==> config.mk <==
export PLATFORM = sky130hd
export DESIGN_NAME = wb_arbiter_flat
export DESIGN_NICKNAME = d
export VERILOG_FILES = /design/src/rtl/wb_arbiter_if.sv /design/src/rtl/wb_arbiter.sv /design/src/flat_wrapper.sv
export SDC_FILE = /design/constraint.sdc
export NUM_CORES = 1
export LEC_CHECK = 0
export BUFFER_PORTS_ARGS = -buffer_cell sky130_fd_sc_hd__buf_2
export CAP_MARGIN = 20
export CORE_MARGIN = 1
export CORE_UTILIZATION = 50
export DETAILED_ROUTE_END_ITERATION = 16
export PLACE_DENSITY_LB_ADDON = 0.1
export RECOVER_POWER = 25
export SLEW_MARGIN = 20
export SYNTH_ARGS = -nofsm -noshare
export SYNTH_HDL_FRONTEND = slang
export SYNTH_SLANG_ARGS = --single-unit
==> constraint.sdc <==
create_clock -name clk_i -period 3.4 [get_ports clk_i]
set_input_delay 0.34 -clock clk_i [delete_from_list [all_inputs] [get_ports clk_i]]
set_output_delay 0.34 -clock clk_i [all_outputs]
set_load 0.02 [all_outputs]
==> src/rtl/wb_arbiter_if.sv <==
// Bundle of handshake and register-file write signals for the writeback arbiter.
// The slave modport is the arbiter's view; master is the producer/consumer side.
interface wb_arbiter_if #(
  parameter int DATA_W = 32,
  parameter int ADDR_W = 5
);
  logic              alu_vld_i;
  logic              alu_rdy_o;
  logic [ADDR_W-1:0] alu_rd_addr_i;
  logic [DATA_W-1:0] alu_rd_data_i;
  logic              lsu_vld_i;
  logic              lsu_rdy_o;
  logic [ADDR_W-1:0] lsu_rd_addr_i;
  logic [DATA_W-1:0] lsu_rd_data_i;
  logic [2:0]        lsu_funct3_i;
  logic [1:0]        lsu_byte_off_i;
  logic [ADDR_W-1:0] rs1_addr_i;
  logic [ADDR_W-1:0] rs2_addr_i;
  logic              hazard_o;
  logic              busy_o;
  logic              regs_wr_en_o;
  logic [ADDR_W-1:0] rd_addr_o;
  logic [DATA_W-1:0] rd_data_o;

  modport slave (
    input  alu_vld_i, alu_rd_addr_i, alu_rd_data_i,
    input  lsu_vld_i, lsu_rd_addr_i, lsu_rd_data_i, lsu_funct3_i, lsu_byte_off_i,
    input  rs1_addr_i, rs2_addr_i,
    output alu_rdy_o, lsu_rdy_o, hazard_o, busy_o,
    output regs_wr_en_o, rd_addr_o, rd_data_o
  );

  modport master (
    output alu_vld_i, alu_rd_addr_i, alu_rd_data_i,
    output lsu_vld_i, lsu_rd_addr_i, lsu_rd_data_i, lsu_funct3_i, lsu_byte_off_i,
    output rs1_addr_i, rs2_addr_i,
    input  alu_rdy_o, lsu_rdy_o, hazard_o, busy_o,
    input  regs_wr_en_o, rd_addr_o, rd_data_o
  );
endinterface

==> src/rtl/wb_arbiter.sv <==
// Writeback arbiter: two small FIFOs (ALU, LSU) merged round-robin into the
// single register-file write port, with load extension and a hazard lookup.
module wb_arbiter #(
  parameter int DATA_W     = 32,
  parameter int ADDR_W     = 5,
  parameter int FIFO_DEPTH = 2
) (
  input  logic         clk_i,
  input  logic         rst_ni,
  wb_arbiter_if.slave  bus
);

  localparam int PTR_W = $clog2(FIFO_DEPTH);
  localparam int CNT_W = PTR_W + 1;
  localparam logic [CNT_W-1:0] FULL_CNT = CNT_W'(FIFO_DEPTH);

  logic [ADDR_W-1:0] alu_addr_q [FIFO_DEPTH];
  logic [ADDR_W-1:0] alu_addr_d [FIFO_DEPTH];
  logic [DATA_W-1:0] alu_data_q [FIFO_DEPTH];
  logic [DATA_W-1:0] alu_data_d [FIFO_DEPTH];
  logic [ADDR_W-1:0] lsu_addr_q [FIFO_DEPTH];
  logic [ADDR_W-1:0] lsu_addr_d [FIFO_DEPTH];
  logic [DATA_W-1:0] lsu_data_q [FIFO_DEPTH];
  logic [DATA_W-1:0] lsu_data_d [FIFO_DEPTH];

  logic [PTR_W-1:0]  alu_wr_ptr_q, alu_wr_ptr_d, alu_rd_ptr_q, alu_rd_ptr_d;
  logic [PTR_W-1:0]  lsu_wr_ptr_q, lsu_wr_ptr_d, lsu_rd_ptr_q, lsu_rd_ptr_d;
  logic [CNT_W-1:0]  alu_cnt_q, alu_cnt_d, lsu_cnt_q, lsu_cnt_d;
  logic              last_lsu_q, last_lsu_d;
  logic              wr_en_q, wr_en_d;
  logic [ADDR_W-1:0] rd_addr_q, rd_addr_d;
  logic [DATA_W-1:0] rd_data_q, rd_data_d;

  logic alu_empty, lsu_empty, alu_rdy, lsu_rdy;
  logic alu_push, lsu_push, alu_pop, lsu_pop;
  logic hazard;

  function automatic logic [DATA_W-1:0] load_extend(
    input logic [DATA_W-1:0] raw,
    input logic [2:0]        funct3,
    input logic [1:0]        off
  );
    logic [DATA_W-1:0] byte_sh, half_sh;
    logic signed [7:0]  b;
    logic signed [15:0] h;
    byte_sh = raw >> {off, 3'b000};
    half_sh = raw >> {off[1], 4'b0000};
    b = byte_sh[7:0];
    h = half_sh[15:0];
    case (funct3)
      3'b000:  load_extend = {{(DATA_W-8){b[7]}}, b};
      3'b100:  load_extend = {{(DATA_W-8){1'b0}}, b};
      3'b001:  load_extend = {{(DATA_W-16){h[15]}}, h};
      3'b101:  load_extend = {{(DATA_W-16){1'b0}}, h};
      default: load_extend = raw;
    endcase
  endfunction

  function automatic logic addr_hit(
    input logic [ADDR_W-1:0] rd,
    input logic [ADDR_W-1:0] rs1,
    input logic [ADDR_W-1:0] rs2
  );
    addr_hit = (rd != '0) && ((rd == rs1) || (rd == rs2));
  endfunction

  // Stage: FIFO push/pop and round-robin selection
  always_comb begin
    alu_empty = (alu_cnt_q == '0);
    lsu_empty = (lsu_cnt_q == '0);
    alu_rdy   = (alu_cnt_q != FULL_CNT) && rst_ni;
    lsu_rdy   = (lsu_cnt_q != FULL_CNT) && rst_ni;
    alu_push  = bus.alu_vld_i && alu_rdy;
    lsu_push  = bus.lsu_vld_i && lsu_rdy;
    lsu_pop   = !lsu_empty && (alu_empty || !last_lsu_q);
    alu_pop   = !alu_empty && !lsu_pop;

    alu_addr_d = alu_addr_q;
    alu_data_d = alu_data_q;
    lsu_addr_d = lsu_addr_q;
    lsu_data_d = lsu_data_q;
    if (alu_push) begin
      alu_addr_d[alu_wr_ptr_q] = bus.alu_rd_addr_i;
      alu_data_d[alu_wr_ptr_q] = bus.alu_rd_data_i;
    end
    if (lsu_push) begin
      lsu_addr_d[lsu_wr_ptr_q] = bus.lsu_rd_addr_i;
      lsu_data_d[lsu_wr_ptr_q] = load_extend(bus.lsu_rd_data_i, bus.lsu_funct3_i,
                                             bus.lsu_byte_off_i);
    end

    alu_wr_ptr_d = alu_push ? alu_wr_ptr_q + PTR_W'(1) : alu_wr_ptr_q;
    lsu_wr_ptr_d = lsu_push ? lsu_wr_ptr_q + PTR_W'(1) : lsu_wr_ptr_q;
    alu_rd_ptr_d = alu_pop  ? alu_rd_ptr_q + PTR_W'(1) : alu_rd_ptr_q;
    lsu_rd_ptr_d = lsu_pop  ? lsu_rd_ptr_q + PTR_W'(1) : lsu_rd_ptr_q;
    alu_cnt_d    = alu_cnt_q + CNT_W'(alu_push) - CNT_W'(alu_pop);
    lsu_cnt_d    = lsu_cnt_q + CNT_W'(lsu_push) - CNT_W'(lsu_pop);
    last_lsu_d   = (!alu_empty && !lsu_empty) ? lsu_pop : last_lsu_q;
  end

  // Stage: register-file write register
  always_comb begin
    wr_en_d   = 1'b0;
    rd_addr_d = rd_addr_q;
    rd_data_d = rd_data_q;
    if (lsu_pop) begin
      rd_addr_d = lsu_addr_q[lsu_rd_ptr_q];
      rd_data_d = lsu_data_q[lsu_rd_ptr_q];
      wr_en_d   = (rd_addr_d != '0);
    end else if (alu_pop) begin
      rd_addr_d = alu_addr_q[alu_rd_ptr_q];
      rd_data_d = alu_data_q[alu_rd_ptr_q];
      wr_en_d   = (rd_addr_d != '0);
    end
  end

  // Hazard lookup scans only the occupied slots, walking from each head
  always_comb begin
    hazard = wr_en_q && addr_hit(rd_addr_q, bus.rs1_addr_i, bus.rs2_addr_i);
    for (int i = 0; i < FIFO_DEPTH; i++) begin
      if ((CNT_W'(i) < alu_cnt_q) &&
          addr_hit(alu_addr_q[alu_rd_ptr_q + PTR_W'(i)], bus.rs1_addr_i, bus.rs2_addr_i))
        hazard = 1'b1;
      if ((CNT_W'(i) < lsu_cnt_q) &&
          addr_hit(lsu_addr_q[lsu_rd_ptr_q + PTR_W'(i)], bus.rs1_addr_i, bus.rs2_addr_i))
        hazard = 1'b1;
    end
  end

  always_ff @(posedge clk_i) begin
    alu_addr_q <= alu_addr_d;
    alu_data_q <= alu_data_d;
    lsu_addr_q <= lsu_addr_d;
    lsu_data_q <= lsu_data_d;
  end

  always_ff @(posedge clk_i) begin
    if (!rst_ni) begin
      alu_wr_ptr_q <= '0;
      alu_rd_ptr_q <= '0;
      lsu_wr_ptr_q <= '0;
      lsu_rd_ptr_q <= '0;
      alu_cnt_q    <= '0;
      lsu_cnt_q    <= '0;
      last_lsu_q   <= 1'b0;
      wr_en_q      <= 1'b0;
      rd_addr_q    <= '0;
      rd_data_q    <= '0;
    end else begin
      alu_wr_ptr_q <= alu_wr_ptr_d;
      alu_rd_ptr_q <= alu_rd_ptr_d;
      lsu_wr_ptr_q <= lsu_wr_ptr_d;
      lsu_rd_ptr_q <= lsu_rd_ptr_d;
      alu_cnt_q    <= alu_cnt_d;
      lsu_cnt_q    <= lsu_cnt_d;
      last_lsu_q   <= last_lsu_d;
      wr_en_q      <= wr_en_d;
      rd_addr_q    <= rd_addr_d;
      rd_data_q    <= rd_data_d;
    end
  end

  assign bus.alu_rdy_o    = alu_rdy;
  assign bus.lsu_rdy_o    = lsu_rdy;
  assign bus.hazard_o     = hazard;
  assign bus.busy_o       = !alu_empty || !lsu_empty || wr_en_q;
  assign bus.regs_wr_en_o = wr_en_q;
  assign bus.rd_addr_o    = rd_addr_q;
  assign bus.rd_data_o    = rd_data_q;

endmodule

==> src/flat_wrapper.sv <==
// flat-port wrapper written by rule: the top's interface ports become plain ports
module wb_arbiter_flat 
#(
  parameter int DATA_W     = 32,
  parameter int ADDR_W     = 5,
  parameter int FIFO_DEPTH = 2
)
  (clk_i, rst_ni, bus_alu_vld_i, bus_alu_rd_addr_i, bus_alu_rd_data_i, bus_lsu_vld_i, bus_lsu_rd_addr_i, bus_lsu_rd_data_i, bus_lsu_funct3_i, bus_lsu_byte_off_i, bus_rs1_addr_i, bus_rs2_addr_i, bus_alu_rdy_o, bus_lsu_rdy_o, bus_hazard_o, bus_busy_o, bus_regs_wr_en_o, bus_rd_addr_o, bus_rd_data_o);
  wb_arbiter_if #(.DATA_W(DATA_W), .ADDR_W(ADDR_W)) bus_i ();
  input  logic clk_i;
  input  logic rst_ni;
  input wire logic [$bits(bus_i.alu_vld_i)-1:0] bus_alu_vld_i;
  input wire logic [$bits(bus_i.alu_rd_addr_i)-1:0] bus_alu_rd_addr_i;
  input wire logic [$bits(bus_i.alu_rd_data_i)-1:0] bus_alu_rd_data_i;
  input wire logic [$bits(bus_i.lsu_vld_i)-1:0] bus_lsu_vld_i;
  input wire logic [$bits(bus_i.lsu_rd_addr_i)-1:0] bus_lsu_rd_addr_i;
  input wire logic [$bits(bus_i.lsu_rd_data_i)-1:0] bus_lsu_rd_data_i;
  input wire logic [$bits(bus_i.lsu_funct3_i)-1:0] bus_lsu_funct3_i;
  input wire logic [$bits(bus_i.lsu_byte_off_i)-1:0] bus_lsu_byte_off_i;
  input wire logic [$bits(bus_i.rs1_addr_i)-1:0] bus_rs1_addr_i;
  input wire logic [$bits(bus_i.rs2_addr_i)-1:0] bus_rs2_addr_i;
  output wire logic [$bits(bus_i.alu_rdy_o)-1:0] bus_alu_rdy_o;
  output wire logic [$bits(bus_i.lsu_rdy_o)-1:0] bus_lsu_rdy_o;
  output wire logic [$bits(bus_i.hazard_o)-1:0] bus_hazard_o;
  output wire logic [$bits(bus_i.busy_o)-1:0] bus_busy_o;
  output wire logic [$bits(bus_i.regs_wr_en_o)-1:0] bus_regs_wr_en_o;
  output wire logic [$bits(bus_i.rd_addr_o)-1:0] bus_rd_addr_o;
  output wire logic [$bits(bus_i.rd_data_o)-1:0] bus_rd_data_o;
  assign bus_i.alu_vld_i = bus_alu_vld_i;
  assign bus_i.alu_rd_addr_i = bus_alu_rd_addr_i;
  assign bus_i.alu_rd_data_i = bus_alu_rd_data_i;
  assign bus_i.lsu_vld_i = bus_lsu_vld_i;
  assign bus_i.lsu_rd_addr_i = bus_lsu_rd_addr_i;
  assign bus_i.lsu_rd_data_i = bus_lsu_rd_data_i;
  assign bus_i.lsu_funct3_i = bus_lsu_funct3_i;
  assign bus_i.lsu_byte_off_i = bus_lsu_byte_off_i;
  assign bus_i.rs1_addr_i = bus_rs1_addr_i;
  assign bus_i.rs2_addr_i = bus_rs2_addr_i;
  assign bus_alu_rdy_o = bus_i.alu_rdy_o;
  assign bus_lsu_rdy_o = bus_i.lsu_rdy_o;
  assign bus_hazard_o = bus_i.hazard_o;
  assign bus_busy_o = bus_i.busy_o;
  assign bus_regs_wr_en_o = bus_i.regs_wr_en_o;
  assign bus_rd_addr_o = bus_i.rd_addr_o;
  assign bus_rd_data_o = bus_i.rd_data_o;
  wb_arbiter #(.DATA_W(DATA_W), .ADDR_W(ADDR_W), .FIFO_DEPTH(FIFO_DEPTH)) u_core (.clk_i(clk_i), .rst_ni(rst_ni), .bus(bus_i));
endmodule
**Word-level counts from Yosys, hierarchy flattened**

Index checks and enable logic that the tools add are counted.

- Input port bits: 93
- Output and inout bits: 42
- Register bits: 195

- Equality and inequality tests: 15
- Bitwise logic cells: 6
- Magnitude comparators: 12
- Shift operators: 2
- Muxes and demuxes: 42
- Reduce and logical (&&, ||, !) cells: 40
- $add $sub $neg: 8

Operators with widths:

| cell | count |
|---|---|
| 32-bit two-way mux | 11 |
| 64-bit bitwise mux | 2 |
| 32-bit case mux with 4 select lines | 1 |
| 5-bit two-way mux | 16 |
| 32-bit demux with 1-bit select | 2 |
| 5-bit equality test | 10 |
| 32-bit by 5-bit right shift with 16-bit output | 1 |
| 32-bit by 5-bit right shift with 8-bit output | 1 |
| 5-bit nonzero test | 5 |
| 10-bit bitwise mux | 2 |
| 1-bit logical AND | 19 |
| 2-bit greater-or-equal comparator (second input constant) | 6 |
| 1-bit inverter with 2-bit output | 6 |
| 5-bit demux with 1-bit select | 2 |
| 1-bit logical OR | 8 |
| 1-bit by 2-bit less-than comparator with 1-bit output (first input constant) | 4 |
| 3-bit equality test (second input constant) | 2 |
| 1-bit two-way mux | 6 |
| 1-bit adder (second input constant) | 4 |
| 2-bit by 1-bit adder with 2-bit output | 2 |
| 1-bit logical NOT | 4 |
| 2-bit logical NOT | 2 |
| 2-bit by 1-bit less-than comparator with 1-bit output (second input constant) | 2 |
| 2-bit != test (second input constant) | 2 |
| other kinds (4) | 5 |

**Logic depth before layout (Yosys ltp)**

- Word-level depth: 12
- Gate-level depth with buffers: 11

**Worst setup path after synthesis**

Ideal clock, no wire load.

- Path type: reg2reg
- Start: register u_core.lsu_cnt_q[1]
- End: register u_core.lsu_addr_q[5] (netlist bit) (enable)
- Cell stages (with the launch flop): 5
- Required time: 2.967 ns
- Setup time: 0.433 ns
- Slack: 0.120 ns
- Arrival time: 2.847 ns
- Cell sequence: dfxtp_1 clkbuf_1 a21boi_0 nand2_1 nor2_1

- Cells in the longest elaborated chain, start to end: 3

RTL lines:

| item | line | RTL |
|---|---|---|
| start: declaration | wb_arbiter.sv:28 | `logic [CNT_W-1:0] alu_cnt_q, alu_cnt_d, lsu_cnt_q, lsu_cnt_d;` |
| start signal: assignment | wb_arbiter.sv:155 | `lsu_cnt_q <= lsu_cnt_d;` |
| 2-bit != test | wb_arbiter.sv:72 | `lsu_rdy = (lsu_cnt_q != FULL_CNT) && rst_ni;` |
| 1-bit logical AND | wb_arbiter.sv:72 |  |
| named net bus_lsu_rdy_o | flat_wrapper.sv:23 | `output wire logic [$bits(bus_i.lsu_rdy_o)-1:0] bus_lsu_rdy_o;` |
| 1-bit logical AND | wb_arbiter.sv:74 | `lsu_push = bus.lsu_vld_i && lsu_rdy;` |
| end signal: assignment | wb_arbiter.sv:133 | `lsu_addr_q <= lsu_addr_d;` |
| end: declaration | wb_arbiter.sv:21 | `logic [ADDR_W-1:0] lsu_addr_q [FIFO_DEPTH];` |

The timed path passes the listed nets, and every way through them passes these cells.
A chain may end at the register's enable or synchronous reset.

**Final worst setup path**

- Start: register u_core.lsu_rd_ptr_q
- End: output port bus_hazard_o

- Cells in the longest elaborated chain, start to end: 11

RTL lines:

| item | line | RTL |
|---|---|---|
| start: declaration | wb_arbiter.sv:27 | `logic [PTR_W-1:0] lsu_wr_ptr_q, lsu_wr_ptr_d, lsu_rd_ptr_q, lsu_rd_ptr_d;` |
| start signal: assignment | wb_arbiter.sv:153 | `lsu_rd_ptr_q <= lsu_rd_ptr_d;` |
| 1-bit inverter with 2-bit output (implied by the code) | wb_arbiter.sv:125 | `addr_hit(lsu_addr_q[lsu_rd_ptr_q + PTR_W'(i)], bus.rs1_addr_i, bus.rs2_addr_i))` |
| 5-bit two-way mux (implied by the code) (3 in series) | wb_arbiter.sv:125 |  |
| 5-bit equality test | wb_arbiter.sv:64 | `addr_hit = (rd != '0) && ((rd == rs1) \|\| (rd == rs2));` |
| 1-bit logical OR | wb_arbiter.sv:64 |  |
| 1-bit logical AND | wb_arbiter.sv:64 |  |
| 1-bit logical AND | wb_arbiter.sv:124 | `if ((CNT_W'(i) < lsu_cnt_q) &&` |
| 1-bit two-way mux | wb_arbiter.sv:124 |  |
| 1-bit two-way mux | wb_arbiter.sv:121 | `if ((CNT_W'(i) < alu_cnt_q) &&` |
| 1-bit two-way mux (*) | wb_arbiter.sv:124 |  |
| end: declaration | flat_wrapper.sv:24 | `output wire logic [$bits(bus_i.hazard_o)-1:0] bus_hazard_o;` |

Mark *: on every way between the ends. The rest lies on a longest branch, timed or not. The select of a mux whose other input is x is not followed.

==> flow_summary_export.csv <==
group,metric,value,unit
setup_path,worstPathMaxFanout,15,
worst_hold_path,hold_class,"in2reg",
flow_run,cap_violations,0,
clock_network,path_clk_slew,0.08,ns
grt,grt_max_degree,48,
finish,fillCellCount,1409,
pwr,pwr-share-comb,0.313,
floorplanning,fp.dieArea,18200,um^2
drt,vias_per_cell,5.69,
drt,dr.pass1.iters,7,
setup_path,startpoint_type,"flop",
drt,drtAntennaViolNets,0,
clock_network,clockRootBuffer,"clkbuf_16",
sta,tns,0,ns
drt,routed_wl,19600,um
drt,drc,0,
floorplanning,core_area,17300,um^2
grt,track_usage,0.226,
finish,syn_to_final_growth,16.5,%
synth,yosysSeqAreaShare,0.609,
sta,rsz0062_at_grt,"false",
setup_path,ff2ff_path_depth,10,
sta,post-route-period-util,0.877,
pwr,clockPowerShare,0.279,
pwr,power_frac_seq,0.408,
sta,worst_pin_slew,0.903,ns
setup_path,cp.required,3.06,ns
floorplanning,initial_core_util,0.511,
clock_network,htreeDepth,4,
pwr,swShare,0.335,
setup_path,startpoint,"u_core.lsu_rd_ptr_q",
sta,drv_slew,0,
setup_path,end_kind,"output port",
synth,synth-edff-count,148,
sta,layout_min_cycle_time,2.98,ns
synth,synth-seq-cells,195,
synth,syn_area,8840,um^2
finish,antenna_cells,0,
sta,skew,0.0103,ns
floorplanning,io_pins,135,
grt,busiest_layer,"met2",
clock_network,numCtsBuffers,17,
pwr,power,7.76,mW
floorplanning,die_h,135,um
finish,nNetsFinal,903,
place,dpl.hpwl,13800,um
pwr,ir_drop,0.467,mV
synth,ys_top_cells_by_area,"edfxtp_1, dfxtp_1, mux2_2",
grt,use_met2,0.370,
worst_hold_path,min_from,"bus_alu_rd_data_i[12]",
drt,via_count,5940,
synth,synth.distinct_cells,51,
synth,postSynthCellCount,692,
clock_network,clock_sinks,195,
grt,grt_pass1_vias,5765,
clock_network,cts_setup_buffers,0,
clock_network,clkLatencyLatePin,0.43,ns
sta,max_slew_margin,0.398,
clock_network,cts_buffer_depth,2,
grt,grtUsageMet3,0.0364,
pwr,p_sw,2.60,mW
synth,yosys.area.top_type_share,0.503,
finish,drive_above_1_share,0.228,
sta,setup_viol_count_final,0,
setup_path,r2r_start,"u_core.alu_cnt_q[1]",
worst_hold_path,worst_hold_path.num_cells,1,
clock_network,cts_tree,"yes",
setup_path,arrival,2.64,ns
pwr,internal_power,5.16,mW
floorplanning,die_w,135,um
synth,yosysMostFrequentCell,"edfxtp_1",
synth,yosysWarnings,0,
drt,wl_per_cell,18.8,um
floorplanning,core.rowCount,48,
synth,syn_nets,789,
grt,grt_pass1_wl,30800,um
setup_path,path_class,"reg2out",
synth,synth_commonest_cells,"edfxtp_1, nor2b_1, dfxtp_1",
clock_network,ctsResizeCount,0,
synth,synth_area_leader_cell,"edfxtp_1",
status,status,"finished, final reports clean",
grt,overflow,0,
drt,detail_route.iter0.violations,389,
grt,antenna_found_initial,0,
sta,timing_hold_violations_final,0,
clock_network,cts_hold_buffers,0,
place,dp.cells,1012,
place,io_buffers,134,
sta,fmax,335,MHz
synth,async_flop_share,0,
synth,synth.avg_cell_area,12.8,um^2
grt,gr-usage-met1,0.307,
synth,ys_dominant_reg_cell,"edfxtp_1",
pwr,leakagePower,3.79,nW
finish,layoutNonFillerInstCount,1044,
place,gp_congestion,0.903,
pwr,powerDensity,753,nW/um^2
critical path: stages (launching register included):
cell and delay (ns):
dfxtp_2 0.56, mux2i_1 0.52, xnor2_1 0.19, nor3_1 0.09, nand3_1 0.06, a21boi_0 0.10
or4_1 0.53, buf_2 0.18
placed cells by master, fill, tap and decap left out, drive strengths merged, types with 3 or more instances in the layout:
master	count
nand3	10
bufinv	4
o21ai	15
nor3	14
mux2i	36
a211oi	37
a221o	7
ha	4
nor2	14
a21oi	25
a21o	16
nand2b	8
dfxtp	47
clkbuf	53
edfxtp	148
clkinv	5
mux2	34
xnor2	36
a22oi	6
and2	9
nand2	40
a21boi	4
o31ai	3
nor4	5
inv	14
buf	111
nor2b	56
a222oi	15
xor2	20
path summary, 6_finish.rpt:
check	end	slack, ns
setup / recovery	bus_hazard_o	0.42
hold / removal	u_core.alu_data_q[44]	0.09
hold reg to reg	u_core.bus.rd_data_o[12]	0.51
setup reg to reg	u_core.lsu_cnt_q[1]	0.97
metal layers:
metal	wire length, um	part of all wire	vias up
met5	0	0	-
met4	253	0.013	0
met3	1050	0.054	23
met2	9520	0.48	206
met1	8810	0.45	2898
li1	-	-	2813
area by class of cell:
type / instances / area [um^2] / share of cell area
repair buffers: 147 / 736 / 0.0714
inverters: 10 / 37.5 / 0.00364
well taps: 225 / 282 / 0.0273
clock buffers: 17 / 425 / 0.0413
flip-flops and latches: 195 / 5390 / 0.523
multi-input cells: 435 / 3210 / 0.312
clock inverters: 15 / 223 / 0.0216
power groups by stage:
stage / Combinational, mW / Clock [mW] / Sequential, mW
2_1_floorplan: 1.63 / 0 / 3.34
3_3_place_gp: 2.40 / 0 / 3.20
3_5_place_dp: 2.45 / 0 / 3.22
4_1_cts: 2.46 / 2.20 / 3.16
5_1_grt: 2.67 / 2.29 / 3.21
6_report: 2.43 / 2.16 / 3.16
logic make-up (layout without fill, tap and decap cells):
logic type      Yosys count  in the layout  synth area share
flops                   195            195             0.609
simple gates            167            167             0.102
compound gates          138            138             0.113
mux                      70             70            0.0845
buf+inv                  62            189            0.0304
xor+xnor                 56             56            0.0555
fa+ha+maj                 4              4           0.00566
through the flow:
step / hold WS [ns] / util / instance area [um^2] / setup WS, ns
4_1_cts: 0.0734 / 0.598 / 10300 / 0.402
3_3_place_gp: 0.484 / 0.561 / 9700 / 0.938
6_report: 0.0911 / 0.596 / 10300 / 0.418
3_5_place_dp: 0.492 / 0.561 / 9700 / 0.877
5_1_grt: 0.0747 / 0.596 / 10300 / 0.263
2_1_floorplan: 0.439 / - / 8840 / 0.120
sequential cells by signal, summed over array words and instances, names as in the netlist, 2 cells and up:
name	count
u_core.lsu_data_q	64
u_core.alu_data_q	64
u_core.alu_addr_q	10
u_core.bus.rd_addr_o	5
u_core.alu_cnt_q	2
u_core.lsu_addr_q	10
u_core.bus.rd_data_o	32
u_core.lsu_cnt_q	2
Note: power is estimated with default switching activity, not from simulation.
